File: config.mk
export PLATFORM = sky130hd
export DESIGN_NAME = pipeline_hazard_ctrl
export DESIGN_NICKNAME = d
export VERILOG_FILES = /design/src/rtl/pipeline_hazard_ctrl.sv
export SDC_FILE = /design/constraint.sdc
export NUM_CORES = 1
export LEC_CHECK = 0
export CAP_MARGIN = 10
export CORE_MARGIN = 3
export CORE_UTILIZATION = 45
export DETAILED_ROUTE_END_ITERATION = 6
export PLACE_DENSITY = 0.81
export SLEW_MARGIN = 30
export SYNTH_ARGS = -nofsm -noshare
export SYNTH_HDL_FRONTEND = slang
export SYNTH_SLANG_ARGS = --single-unit
File: constraint.sdc
create_clock -name clk -period 3.1 [get_ports clk]
set_input_delay 0.775 -clock clk [delete_from_list [all_inputs] [get_ports clk]]
set_output_delay 0.775 -clock clk [all_outputs]
set_load 0.01 [all_outputs]
File: src/rtl/pipeline_hazard_ctrl.sv
`default_nettype none
// ============================================================================
//  Module   : pipeline_hazard_ctrl
//  Purpose  : Central hazard controller for the 5-stage RV32I pipeline.
//             Detects load-use hazards, sequences taken-branch flushes and
//             data-memory wait stalls, selects EX operand forwarding, and
//             keeps saturating stall/flush counters plus a sticky
//             memory-timeout flag.
//  Ports    : clk, rst                    clock / sync active-high reset
//             i_id_rs1/2, i_id_use_rs1/2  ID-stage source registers and usage
//             i_ex_rd, i_ex_load          EX destination, EX is a load
//             i_ex_rs1/2, i_ex_taken      EX sources, branch/jump taken
//             i_mem_rd/we, i_wb_rd/we     EX/MEM and MEM/WB writeback info
//             i_dmem_req, i_dmem_ready    data-memory handshake
//             o_pc_we, o_ifid_we          PC / IF-ID write enables
//             o_ifid_flush, o_idex_flush  flush controls
//             o_idex_bubble, o_pipe_hold  bubble insert / back-end freeze
//             o_fwd_a/b                   10 EX/MEM, 01 MEM/WB, 00 reg file
//             o_stall_cnt, o_flush_cnt    saturating performance counters
//             o_mem_timeout               sticky memory-wait timeout
//  Revision : 1.0  initial release
// ============================================================================
module pipeline_hazard_ctrl #(
    parameter int CNT_W        = 16,
    parameter int WAIT_TIMEOUT = 64
) (
    input  logic             clk,
    input  logic             rst,
    input  logic [4:0]       i_id_rs1,
    input  logic [4:0]       i_id_rs2,
    input  logic             i_id_use_rs1,
    input  logic             i_id_use_rs2,
    input  logic [4:0]       i_ex_rd,
    input  logic             i_ex_load,
    input  logic [4:0]       i_ex_rs1,
    input  logic [4:0]       i_ex_rs2,
    input  logic             i_ex_taken,
    input  logic [4:0]       i_mem_rd,
    input  logic             i_mem_we,
    input  logic [4:0]       i_wb_rd,
    input  logic             i_wb_we,
    input  logic             i_dmem_req,
    input  logic             i_dmem_ready,
    output logic             o_pc_we,
    output logic             o_ifid_we,
    output logic             o_ifid_flush,
    output logic             o_idex_bubble,
    output logic             o_idex_flush,
    output logic             o_pipe_hold,
    output logic [1:0]       o_fwd_a,
    output logic [1:0]       o_fwd_b,
    output logic [CNT_W-1:0] o_stall_cnt,
    output logic [CNT_W-1:0] o_flush_cnt,
    output logic             o_mem_timeout
);

    // Wait counter only needs to reach WAIT_TIMEOUT-1: the timeout fires
    // at the end of the MEM_WAIT cycle that starts with that value.
    localparam int                 c_WCNT_W    = (WAIT_TIMEOUT < 2) ? 1 : $clog2(WAIT_TIMEOUT);
    localparam logic [c_WCNT_W-1:0] c_WAIT_LAST = c_WCNT_W'(WAIT_TIMEOUT - 1);

    typedef enum logic [0:0] {
        S_RUN      = 1'b0,
        S_MEM_WAIT = 1'b1
    } state_t;

    state_t              r_state;
    state_t              w_state_nxt;
    logic [c_WCNT_W-1:0] r_wait_cnt;
    logic [CNT_W-1:0]    r_stall_cnt;
    logic [CNT_W-1:0]    r_flush_cnt;
    logic                r_mem_timeout;

    logic                w_load_use;
    logic                w_mem_wait;
    logic                w_flush_evt;

    assign w_load_use = i_ex_load && (i_ex_rd != 5'd0) &&
                        ((i_id_use_rs1 && (i_id_rs1 == i_ex_rd)) ||
                         (i_id_use_rs2 && (i_id_rs2 == i_ex_rd)));

    // The ready cycle inside MEM_WAIT is still a hold cycle.
    assign w_mem_wait = (r_state == S_MEM_WAIT) || (i_dmem_req && !i_dmem_ready);

    // ------------------------------------------------------------------
    // Next state and pipeline controls, priority: wait > flush > load-use
    // ------------------------------------------------------------------
    always_comb begin
        w_state_nxt   = r_state;
        o_pc_we       = 1'b1;
        o_ifid_we     = 1'b1;
        o_ifid_flush  = 1'b0;
        o_idex_bubble = 1'b0;
        o_idex_flush  = 1'b0;
        o_pipe_hold   = 1'b0;
        w_flush_evt   = 1'b0;

        case (r_state)
            S_RUN:      if (i_dmem_req && !i_dmem_ready) w_state_nxt = S_MEM_WAIT;
            S_MEM_WAIT: if (i_dmem_ready)                w_state_nxt = S_RUN;
            default:                                     w_state_nxt = S_RUN;
        endcase

        if (rst) begin
            w_state_nxt   = S_RUN;
            o_pc_we       = 1'b0;
            o_ifid_we     = 1'b0;
            o_ifid_flush  = 1'b1;
            o_idex_bubble = 1'b1;
            o_idex_flush  = 1'b1;
        end else if (w_mem_wait) begin
            // A taken branch stays asserted through the wait and is
            // acted on once the back end advances again.
            o_pc_we       = 1'b0;
            o_ifid_we     = 1'b0;
            o_pipe_hold   = 1'b1;
            o_idex_bubble = 1'b1;
        end else if (i_ex_taken) begin
            // Any load-use on the ID instruction is moot: it gets killed.
            o_ifid_flush  = 1'b1;
            o_idex_flush  = 1'b1;
            w_flush_evt   = 1'b1;
        end else if (w_load_use) begin
            o_pc_we       = 1'b0;
            o_ifid_we     = 1'b0;
            o_idex_bubble = 1'b1;
        end
    end

    // ------------------------------------------------------------------
    // Operand forwarding; x0 is never forwarded, EX/MEM beats MEM/WB
    // ------------------------------------------------------------------
    always_comb begin
        o_fwd_a = 2'b00;
        o_fwd_b = 2'b00;
        if (!rst) begin
            if (i_mem_we && (i_mem_rd != 5'd0) && (i_mem_rd == i_ex_rs1))
                o_fwd_a = 2'b10;
            else if (i_wb_we && (i_wb_rd != 5'd0) && (i_wb_rd == i_ex_rs1))
                o_fwd_a = 2'b01;

            if (i_mem_we && (i_mem_rd != 5'd0) && (i_mem_rd == i_ex_rs2))
                o_fwd_b = 2'b10;
            else if (i_wb_we && (i_wb_rd != 5'd0) && (i_wb_rd == i_ex_rs2))
                o_fwd_b = 2'b01;
        end
    end

    // ------------------------------------------------------------------
    // State, wait counter, timeout and performance counters
    // ------------------------------------------------------------------
    always_ff @(posedge clk) begin
        if (rst) begin
            r_state       <= S_RUN;
            r_wait_cnt    <= '0;
            r_stall_cnt   <= '0;
            r_flush_cnt   <= '0;
            r_mem_timeout <= 1'b0;
        end else begin
            r_state <= w_state_nxt;

            if (r_state == S_MEM_WAIT) begin
                if (r_wait_cnt != c_WAIT_LAST)
                    r_wait_cnt <= r_wait_cnt + 1'b1;
                else
                    r_mem_timeout <= 1'b1;
            end else if (w_state_nxt == S_MEM_WAIT) begin
                r_wait_cnt <= '0;
            end

            if (!o_pc_we && (r_stall_cnt != {CNT_W{1'b1}}))
                r_stall_cnt <= r_stall_cnt + 1'b1;
            if (w_flush_evt && (r_flush_cnt != {CNT_W{1'b1}}))
                r_flush_cnt <= r_flush_cnt + 1'b1;
        end
    end

    assign o_stall_cnt   = r_stall_cnt;
    assign o_flush_cnt   = r_flush_cnt;
    assign o_mem_timeout = r_mem_timeout;

endmodule
`default_nettype wire
# After elaboration in Yosys (flattened, before gate mapping)
# Index checks and enable logic that the tools add are counted.
word_totals:
  reg_bits: 40
  out_inout_bits: 43
classes:
  addsub: 3
  n_eq_ne: 10
  n_mux: 27
  bitwise: 2
  reduce_logical: 23
op_table:
  columns: ["op", "count"]
  rows:
  - ["16-bit by 1-bit adder with 16-bit output, second input constant", 2]
  - ["16-bit inequality test, second input constant", 2]
  - ["5-bit == test", 6]
  - ["1-bit two-way mux", 19]
  - ["6-bit two-way mux", 3]
  - ["5-bit nonzero test", 3]
  - ["1-bit logical AND", 13]
  - ["2-bit two-way mux", 4]
  - ["6-bit by 1-bit adder with 6-bit output, second input constant", 1]
  - ["6-bit inequality test, second input constant", 1]
  - ["2-bit AND reduction", 2]
  - ["1-bit logical NOT", 2]
  - ["1-bit logical OR", 2]
  - ["2-bit by 1-bit inequality test with 1-bit output, second input constant", 1]
  - ["1-bit NOT", 2]
  - ["1-bit one-hot mux with 2 select lines", 1]
  - ["2-bit nonzero test", 1]

# Logic depth before layout (Yosys ltp)
# Gate-level depths: netlist (run 1).
depth:
  depth_word: 10
  depth_mapped: 9

# Least setup slack after synthesis (run 1)
# Ideal clock, no wire load.
synth_path:
  path_kind: "input to output"
  from: "input i_ex_rd[1]"
  to: "output o_pc_we"
  arrival_ns: 2.140
  slack_ns: 0.185
  cell_stages: 7
  path_buffers: 3
  cell_sequence: "or4_1 o21ai_1 o21ai_2 inv_2 buf_6 buf_2 buf_4"
synth_via:
  elab_chain_cells: 8
synth_rtl:
  columns: ["element", "line_no", "source"]
  rows:
  - ["start: declaration", "33", "input logic [4:0] i_ex_rd,"]
  - ["5-bit == test (on tied branches)", "79, 80", null]
  - ["1-bit logical AND (on tied branches)", "79, 80", null]
  - ["1-bit logical OR", "79", "((i_id_use_rs1 && (i_id_rs1 == i_ex_rd)) ||"]
  - ["1-bit logical AND *", "78", "assign w_load_use = i_ex_load && (i_ex_rd != 5'd0) &&"]
  - ["1-bit two-way mux * (4 in a row)", null, null]
  - ["end: declaration", "44", "output logic o_pc_we,"]
# Mark *: on every way between the ends. The rest lies on a longest branch, timed or not.

# Worst setup path after layout (run 1)
layout_path:
  from: "input i_id_rs1[3]"
  to: "output o_idex_bubble"
layout_via:
  elab_chain_cells: 8
layout_rtl:
  columns: ["element", "line_no", "source"]
  rows:
  - ["start: declaration", "29", "input logic [4:0] i_id_rs1,"]
  - ["5-bit == test", "79", null]
  - ["1-bit logical AND", "79", null]
  - ["1-bit logical OR", "79", null]
  - ["1-bit logical AND", "78", null]
  - ["1-bit two-way mux", "123", "end else if (w_load_use) begin"]
  - ["1-bit two-way mux", "118", "end else if (i_ex_taken) begin"]
  - ["1-bit two-way mux", "111", "end else if (w_mem_wait) begin"]
  - ["1-bit two-way mux", "104", "if (rst) begin"]
  - ["end: declaration", "47", "output logic o_idex_bubble,"]
# Every way passes these cells.

==> results.ini, run 1 <==
[run_status]
status=complete, no violations

[final_layout]
area_growth_pct=56.85
antenna_cells=0
fin_nets=464
drive_gt1_share_pct=18.27
final_cell_mix=clkdlybuf4s50_1, buf_4, dfxtp_1
fin_area_um2=3694
layout_commonest_cell=clkdlybuf4s50_1
final_util_pct=75.69

[timing]
tightest_slew_ps=526.7
fin_crit_ps=3046
skew_ps=15.50
fmax_mhz=328.3
hold_viol=0
final_max_slew_viol_count=0
relSlewSlack_pct=64.58
period_share_pct=98.26
setup_viol=0

[synthesis]
yosysWarnings=0
seq_area_frac_synth_pct=34.01
avgSynthCellArea_um2=8.176
synth-edff-count=0
synth_cell_types=42
netlist_area_um2=2355
synthArstFlopShare_pct=0
synth-seq-cells=40
synthFlopType=dfxtp_1
syn-num-nets=336
synthCells=288

[hold_path]
hold_start=o_mem_timeout
hold_class=reg -> reg

[clock_tree]
clock_latency_ps=290
clk_path_buf_depth=2
path_clk_slew_ps=60
clock-sinks=40
cts_tree=built
htreeDepth=2
cts-root-buf=clkbuf_8
cts_buffers=5
holdBufCountCts=0

[pwr]
irDropWorstVdd_v=0.0002295
power_frac_seq_pct=48.5
switching_share_pct=26.33
p_per_area_nw_per_um2=296.1
combPwrFrac_pct=21.7
p_int_mw=0.8057
p_switching_mw=0.2880
finalPower_mw=1.094
pwr-share-clk_pct=29.8
leakage_nw=1.389

[critical_path]
cp-end-kind=primary output
cp_max_fo=2
critical_path_class=in -> out
rr_startpoint=o_stall_cnt[0]
critPathArrivalTime_ps=2270
critPathLaunchType=input port
cp-startpoint=i_id_rs1[3]
required_ps=2320

[detailed_routing]
drt-vias-per-instance=5.476
ant_nets=0
drtIter0Drc=178
wirelength_mm=7.170
route.detailed.drc=0
first_pass_iters=4
vias=2645
detail_route.wl_per_cell_um=14.84

[placement]
io_buffers=87
hpwl_mm=5.052
dpl_cell_area_um2=3491
place.gp.congestion=0.8310

[die]
floorplan.initialDensity_pct=48.26
die_h_um=78.34
die_w_um=78.34
rows=25
num_io_pins=88
die_area_um2=6137
core_area_um2=4880

[grt]
grt_max_degree=40
antenna_found_initial=0
grt_pass1_vias=2619
grt_pass1_wl_mm=11.96
grt-ovfl-total=0
track_usage_pct=23.95

[run]
maxCapViolCount=0

-- per-stage QoR --
step,setup slack (ps),TNS [ps],std cells,hold slack (ps)
after floorplan,185.0,0,288,469.6
after detailed placement,-641.0,-3284,463,444.3
after CTS,3.364,0,481,460.8
after global routing,-26.33,-36.06,483,490.6
after global placement,-617.6,-2698,463,433.9
final,54.07,0,483,458.3
-- path summary, 6_finish.rpt --
path / end / slack (ps) / cells after the start
worst min register to register: o_mem_timeout / 460 / 2
worst max register to register: o_stall_cnt[14] / 1130 / 6
worst max-delay path: o_idex_bubble / 50 / 7
worst min-delay path: o_mem_timeout / 460 / 2
-- cell type report --
class | count | area [um^2]
Clock buffer | 6 | 72.57
Clock inverter | 1 | 5.005
Fill cell | 376 | 1186
Inverter | 5 | 18.77
Multi-Input combinational cell | 232 | 1550
Sequential cell | 40 | 800.8
Tap cell | 67 | 83.83
Timing Repair Buffer | 132 | 1162
-- power by group through the flow --
stage,logic [mW],registers [mW],clock network [mW]
floorplan,0.0885,0.541,0
global placement,0.217,0.542,0
detailed placement,0.223,0.542,0
CTS,0.231,0.530,0.330
global route,0.256,0.532,0.356
finish,0.238,0.530,0.326
-- cells in the mapped netlist, types with 4 or more instances --
cell / n / area share (%)
dfxtp_1: 40 / 34
nor2_1: 28 / 4.5
xnor2_1: 25 / 9.3
nand2_1: 22 / 3.5
xor2_1: 21 / 7.8
a21oi_1: 20 / 4.3
nand4_1: 15 / 4.0
nand3_1: 12 / 2.6
or4_1: 12 / 3.8
o21ai_0: 10 / 2.1
nor3_1: 8 / 1.7
o31ai_1: 8 / 2.6
or3_1: 7 / 1.9
and3_1: 6 / 1.6
clkbuf_1: 5 / 0.80
and4_1: 4 / 1.5
inv_1: 4 / 0.64
nor4_1: 4 / 1.1
-- cell families (layout without fill, tap and decap cells) --
group,Yosys count,after routing,share of synthesized area [%]
AND/OR/NAND/NOR,128,128,29.65
flip-flops,40,40,34.01
adder cells (fa/ha/maj),3,3,1.594
XOR/XNOR,46,46,17.11
AO/OA/AOI/OAI,55,55,14.35
buffers and inverters,16,144,3.294
-- routing by layer --
layer	wire length, um	GRT usage, %	vias to the layer above
met5	0	0	-
met1	2931	27.86	1211
met4	159	9.266	0
met3	441	4.817	16
met2	3638	42.98	112
li1	-	-	1306
-- repair_timing --
item	4_1_cts	5_1_grt
endpoints found under the setup margin	9	9
buffers inserted	11	2
pin swaps	14	10
gates resized for setup	48	20
cloned	0	0
-- worst max-delay path: stages --
cell,delay (ps)
clkdlybuf4s50_1,470
xnor2_1,130
nand4_1,140
o22a_1,250
o21ai_2,220
buf_4,160
buf_2,120
-- state kept, by name (all words and copies together) (netlist names) --
register,cells
r_wait_cnt,6
r_state,1
o_flush_cnt,16
o_mem_timeout,1
o_stall_cnt,16
Note: power is estimated with default switching activity, not from simulation.
==> run 2: changes to the inputs <==
- SKIP_CTS_REPAIR_TIMING: not set -> 1
- SLEW_MARGIN: 30 -> 40
==> run 2 against run 1 <==
  * Clock power shrank 1%
  * Cell area grew 0.85%
  * Hold slack gained 3.0 ps
  * Critical path depth is the same
  * Sequential share of layout area shrank 0.18 points
  * Via count shrank 0.34%
  * Critical path type unchanged
  * Largest power group unchanged
==> results.ini, run 2 (same netlist as run 1, synthesis figures left out) <==
[detailed_routing]
met1_length_mm=2.788  ; was 2.931 mm
ant_nets=0  ; unchanged
top_layer_used=met4  ; unchanged
met3_length_um=497  ; was 441 um
first_pass_iters=4  ; unchanged
wl_met2_mm=3.595  ; was 3.638 mm
vias=2636  ; was 2645
drtIter0Drc=149  ; was 178
wirelength_mm=7.069  ; was 7.170 mm
route.detailed.drc=0  ; unchanged
detail_route.wl_per_cell_um=14.98  ; was 14.84 um
drt-vias-per-instance=5.585  ; was 5.476

[timing]
relSlewSlack_pct=64.21  ; was 64.58%
period_share_pct=98.69  ; was 98.26%
hold_viol=0  ; unchanged
fmax_mhz=326.9  ; was 328.3 MHz
skew_ps=14.68  ; was 15.50 ps
whs_ps=461.3  ; was 458.3 ps
tightest_slew_ps=535.8  ; was 526.7 ps
fin_crit_ps=3059  ; was 3046 ps
setup-tns-final_ps=0  ; unchanged
final_max_slew_viol_count=0  ; unchanged
setup_viol=0  ; unchanged
fin_ws_ps=40.50  ; was 54.07 ps

[run]
maxCapViolCount=0  ; unchanged

[clock_tree]
cts_tree=built  ; unchanged
path_clk_slew_ps=60  ; about the same
clk_path_buf_depth=2  ; unchanged
clock_latency_ps=290  ; about the same
clock-sinks=40  ; unchanged
cts_buffers=5  ; unchanged
htreeDepth=2  ; unchanged
cts-root-buf=clkbuf_8  ; unchanged

[placement]
io_buffers=87  ; unchanged
placed_cells=463  ; unchanged
place.gp.congestion=0.8310  ; unchanged
dpl_worst_slack_ps=-641.0  ; unchanged
hpwl_mm=5.052  ; unchanged
dpl_cell_area_um2=3491  ; unchanged

[pwr]
leakage_nw=1.549  ; was 1.389 nW
irDropWorstVdd_v=0.0002237  ; was 0.0002295 V
finalPower_mw=1.087  ; was 1.094 mW
p_per_area_nw_per_um2=291.8  ; was 296.1 nW/um^2

[die]
die_area_um2=6137  ; unchanged
rows=25  ; unchanged
die_w_um=78.34  ; unchanged
die_h_um=78.34  ; unchanged
core_area_um2=4880  ; unchanged
floorplan.initialDensity_pct=48.26  ; unchanged
num_io_pins=88  ; unchanged

[critical_path]
slowest_delay_ps=520  ; was 470 ps
crit_chain=clkdlybuf4s50_1 -> xnor2_2 -> nand4_1 -> o22a_1 -> o21ai_2 -> buf_4 -> clkbuf_2  ; was clkdlybuf4s50_1 -> xnor2_1 -> nand4_1 -> o22a_1 -> o21ai_2 -> buf_4 -> buf_2
slowest_stage=clkdlybuf4s50_1  ; unchanged
path_buf_inv=3  ; unchanged
path_depth=7  ; unchanged
cp-end-kind=primary output  ; unchanged
cp_max_fo=3  ; was 2
crit_path_end=o_idex_bubble  ; unchanged
ff2ff_path_depth=6  ; unchanged
critPathArrivalTime_ps=2280  ; was 2270 ps
reg2reg_to=o_stall_cnt[14]  ; unchanged
required_ps=2320  ; about the same
critPathLaunchType=input port  ; unchanged
cpLargestDelayFamily=buffers and inverters  ; unchanged
cp-startpoint=i_id_rs2[2]  ; was i_id_rs1[3]
critical_path_class=in -> out  ; unchanged
ff2ff_setup_slack_ps=1100  ; was 1130 ps
rr_startpoint=o_stall_cnt[0]  ; unchanged

[final_layout]
drive_gt1_share_pct=14.81  ; was 18.27%
area_growth_pct=58.18  ; was 56.85%
layout_commonest_cell=clkdlybuf4s50_1  ; unchanged
antenna_cells=0  ; unchanged
finalNonFillerCells=472  ; was 483
final_util_pct=76.33  ; was 75.69%
final_cell_mix=clkdlybuf4s50_1, dfxtp_1, buf_4  ; was clkdlybuf4s50_1, buf_4, dfxtp_1
fin_area_um2=3725  ; was 3694 um^2
fillers=363  ; was 376
fin_nets=453  ; was 464

[grt]
track_usage_pct=21.80  ; was 23.95%
grt_pass1_wl_mm=10.99  ; was 11.96 mm
grt-ovfl-total=0  ; unchanged
grt_max_degree=40  ; unchanged
antenna_found_initial=0  ; unchanged
grt_pass1_vias=2477  ; was 2619

[hold_path]
hold_class=reg -> reg  ; unchanged

[run_status]
status=complete, no violations  ; unchanged

-- run 2: cell count changes in the layout (fill, tap and decap cells not counted), sizes merged --
cell          delta
buf             -12
dlygate4sd2     -19
clkbuf           -4
dlymetal6s2s    +24
-- run 2: worst min-delay path: cells and delay by family, from the launching register on --
family / cells / cell delay, ps
compound gates: 1 / 50
flops: 1 / 310
buf+inv: 1 / 50
-- run 2: area by class of cell --
type,count,area [um^2],area share (%)
repair buffers,121,1192,32.01
clock inverters,1,5.005,0.1344
flip-flops and latches,40,800.8,21.50
clock buffers,6,72.57,1.948
well taps,67,83.83,2.251
inverters,5,18.77,0.5039
multi-input cells,232,1551,41.65
-- run 2: routing by layer --
metal	vias to the layer above	global-route usage [%]
li1	1280	-
met1	1224	25.23
met2	114	38.96
met3	18	4.931
met4	0	8.217
met5	-	0
-- run 2: worst min-delay path by stage --
stage,start,to,slack (ps),cells past startpoint
2_1_floorplan,o_mem_timeout,o_mem_timeout,470,2
3_3_place_gp,o_mem_timeout,o_mem_timeout,430,2
3_5_place_dp,o_mem_timeout,o_mem_timeout,440,2
4_1_cts,o_mem_timeout,o_mem_timeout,460,2
5_1_grt,o_mem_timeout,o_mem_timeout,490,2
6_report,o_mem_timeout,o_mem_timeout,460,2
-- run 2: report_power, final --
group	internal, mW	leakage (nW)	switching (mW)	total [mW]
combinational	0.133	1.19	0.102	0.234
sequential	0.520	0.323	0.0102	0.530
clock	0.153	0.0410	0.169	0.322
total	0.806	1.55	0.281	1.09
==> run 3: changes to the inputs <==
- CTS_BUF_LIST: not set -> sky130_fd_sc_hd__clkbuf_4
- PLACE_DENSITY: 0.81 -> 0.82
==> run 3 against run 2 <==
  * Flip-flop and latch count did not move
  * Cell area fell by 1.5%
  * Worst setup slack gained 24 ps
  * Via count shrank 0.83%
  * Combinational power decreased by 3%
  * Utilization is 1.2 points lower
  * Non-clock buffer count unchanged
  * First-iteration DRC count is 39% lower
  * Clock power increased by 8.1%
  * Largest cell class unchanged
  * Highest routed layer unchanged
==> results.ini, run 3 (same netlist as run 1, synthesis figures left out) <==
[timing]
setup_viol=0  ; unchanged
skew_ps=19.35  ; was 14.68 ps
fmax_mhz=329.4  ; was 326.9 MHz
fin_crit_ps=3036  ; was 3059 ps
rsz0062_at_grt=no
period_share_pct=97.92  ; was 98.69%
final_max_slew_viol_count=0  ; unchanged
relSlewSlack_pct=64.83  ; was 64.21%
tightest_slew_ps=523.1  ; was 535.8 ps
fin_ws_ps=64.48  ; was 40.50 ps
hold_viol=0  ; unchanged

[clock_tree]
clk_path_buf_depth=2  ; unchanged
cts_tree=built  ; unchanged
cts-root-buf=clkbuf_4  ; was clkbuf_8
htreeDepth=2  ; unchanged
path_clk_slew_ps=110  ; was 60 ps
cts_buffers=5  ; unchanged
clock-sinks=40  ; unchanged
clock_latency_ps=360  ; was 290 ps

[critical_path]
cp_max_fo=3  ; unchanged
critical_path_class=in -> out  ; unchanged
critPathArrivalTime_ps=2260  ; was 2280 ps
critPathLaunchType=input port  ; unchanged
cp-end-kind=primary output  ; unchanged
required_ps=2320  ; about the same

[die]
core_area_um2=4880  ; unchanged
num_io_pins=88  ; unchanged
floorplan.initialDensity_pct=48.26  ; unchanged
die_h_um=78.34  ; unchanged
die_area_um2=6137  ; unchanged
die_w_um=78.34  ; unchanged
rows=25  ; unchanged

[grt]
grtUsageMet1_pct=24.68  ; was 25.23%
use_met3_pct=6.881  ; was 4.931%
met2_usage_pct=40.24  ; was 38.96%
top_usage_layer=met2  ; unchanged
grt-ovfl-total=0  ; unchanged
grt_max_degree=40  ; unchanged
antenna_found_initial=0  ; unchanged
track_usage_pct=22.04  ; was 21.80%
grt_pass1_vias=2507  ; was 2477
grt_pass1_wl_mm=11.03  ; was 10.99 mm

[pwr]
leakage_nw=1.479  ; was 1.549 nW
irDropWorstVdd_v=0.0002096  ; was 0.0002237 V
p_per_area_nw_per_um2=301.7  ; was 291.8 nW/um^2

[final_layout]
final_cell_mix=clkdlybuf4s50_1, dfxtp_1, buf_4  ; unchanged
layout_commonest_cell=clkdlybuf4s50_1  ; unchanged
antenna_cells=0  ; unchanged
multiInputGateArea_um2=1521  ; was 1551 um^2
drive_gt1_share_pct=14.78  ; was 14.81%
fillers=385  ; was 363
fin_nets=453  ; unchanged
area_growth_pct=55.74  ; was 58.18%
fin_area_um2=3667  ; was 3725 um^2
regArea_um2=800.8  ; unchanged

[placement]
io_buffers=87  ; unchanged
dpl_worst_slack_ps=-643.2  ; was -641.0 ps
dpl_cell_area_um2=3491  ; unchanged
place.gp.congestion=0.8963  ; was 0.8310
hpwl_mm=5.076  ; was 5.052 mm

[run]
maxCapViolCount=0  ; unchanged

[detailed_routing]
first_pass_iters=4  ; unchanged
drtIter0Drc=91  ; was 149
route.detailed.drc=0  ; unchanged
vias=2614  ; was 2636
ant_nets=0  ; unchanged
drt-vias-per-instance=5.526  ; was 5.585
detail_route.wl_per_cell_um=14.80  ; was 14.98 um
wirelength_mm=7.002  ; was 7.069 mm

[hold_path]
hold_class=reg -> reg  ; unchanged

[run_status]
status=complete, no violations  ; unchanged

[run 3: changes by cell type in the layout (fill, tap and decap cells not counted), moves of 2 or more]
cell	before	now
dlymetal6s2s_1	28	23
clkbuf_4	0	5
clkdlybuf4s50_1	56	59
xnor2_1	21	24
buf_6	3	1
xnor2_2	4	1
buf_4	31	33
clkbuf_8	5	0
[run 3: final timing paths]
check        depth (start not counted)  slack, ps      startpoint               to
max                                  8         60      i_ex_rd[3]          o_pc_we
min                                  2        470   o_mem_timeout    o_mem_timeout
max reg2reg                          6       1150  o_stall_cnt[0]  o_stall_cnt[14]
min reg2reg                          2        470   o_mem_timeout    o_mem_timeout
[run 3: area by class of cell]
class / count / area share, %
multi-input combinational: 232 / 41.49
timing repair buffer: 121 / 31.70
sequential: 40 / 21.84
tap: 67 / 2.286
clock inverter: 3 / 1.160
clock buffer: 5 / 1.024
inverter: 5 / 0.5118
[run 3: per-stage QoR]
| step | utilization [%] | hold slack (ps) | std cells | total power, mW | setup TNS [ps] |
|---|---|---|---|---|---|
| floorplan | - | 469.6 | 288 | 0.6293 | 0 |
| global placement | 71.54 | 434.1 | 463 | 0.7578 | -2830 |
| detailed placement | 71.54 | 452.3 | 463 | 0.7640 | -3266 |
| CTS | 73.18 | 470.6 | 471 | 1.110 | -3097 |
| global route | 75.15 | 524.0 | 473 | 1.157 | 0 |
| finish | 75.15 | 474.7 | 473 | 1.106 | 0 |
[run 3: routing by layer]
metal	vias up	share of wire (%)
met2	92	51
met4	0	0.66
met1	1234	41
li1	1284	-
met3	4	7.0
met5	-	0
[run 3: worst max-delay path, stage by stage]
cell and delay, ps:
clkdlybuf4s50_1 460, buf_4 160, xnor2_1 150, nand2_1 100
o22a_1 220, o21ai_2 210, inv_2 70, clkbuf_2 130
[run 3: report_power, final]
group,switching [mW],internal [mW],total [mW]
sequential,0.0101,0.520,0.531
clock,0.179,0.169,0.348
combinational,0.0995,0.128,0.228
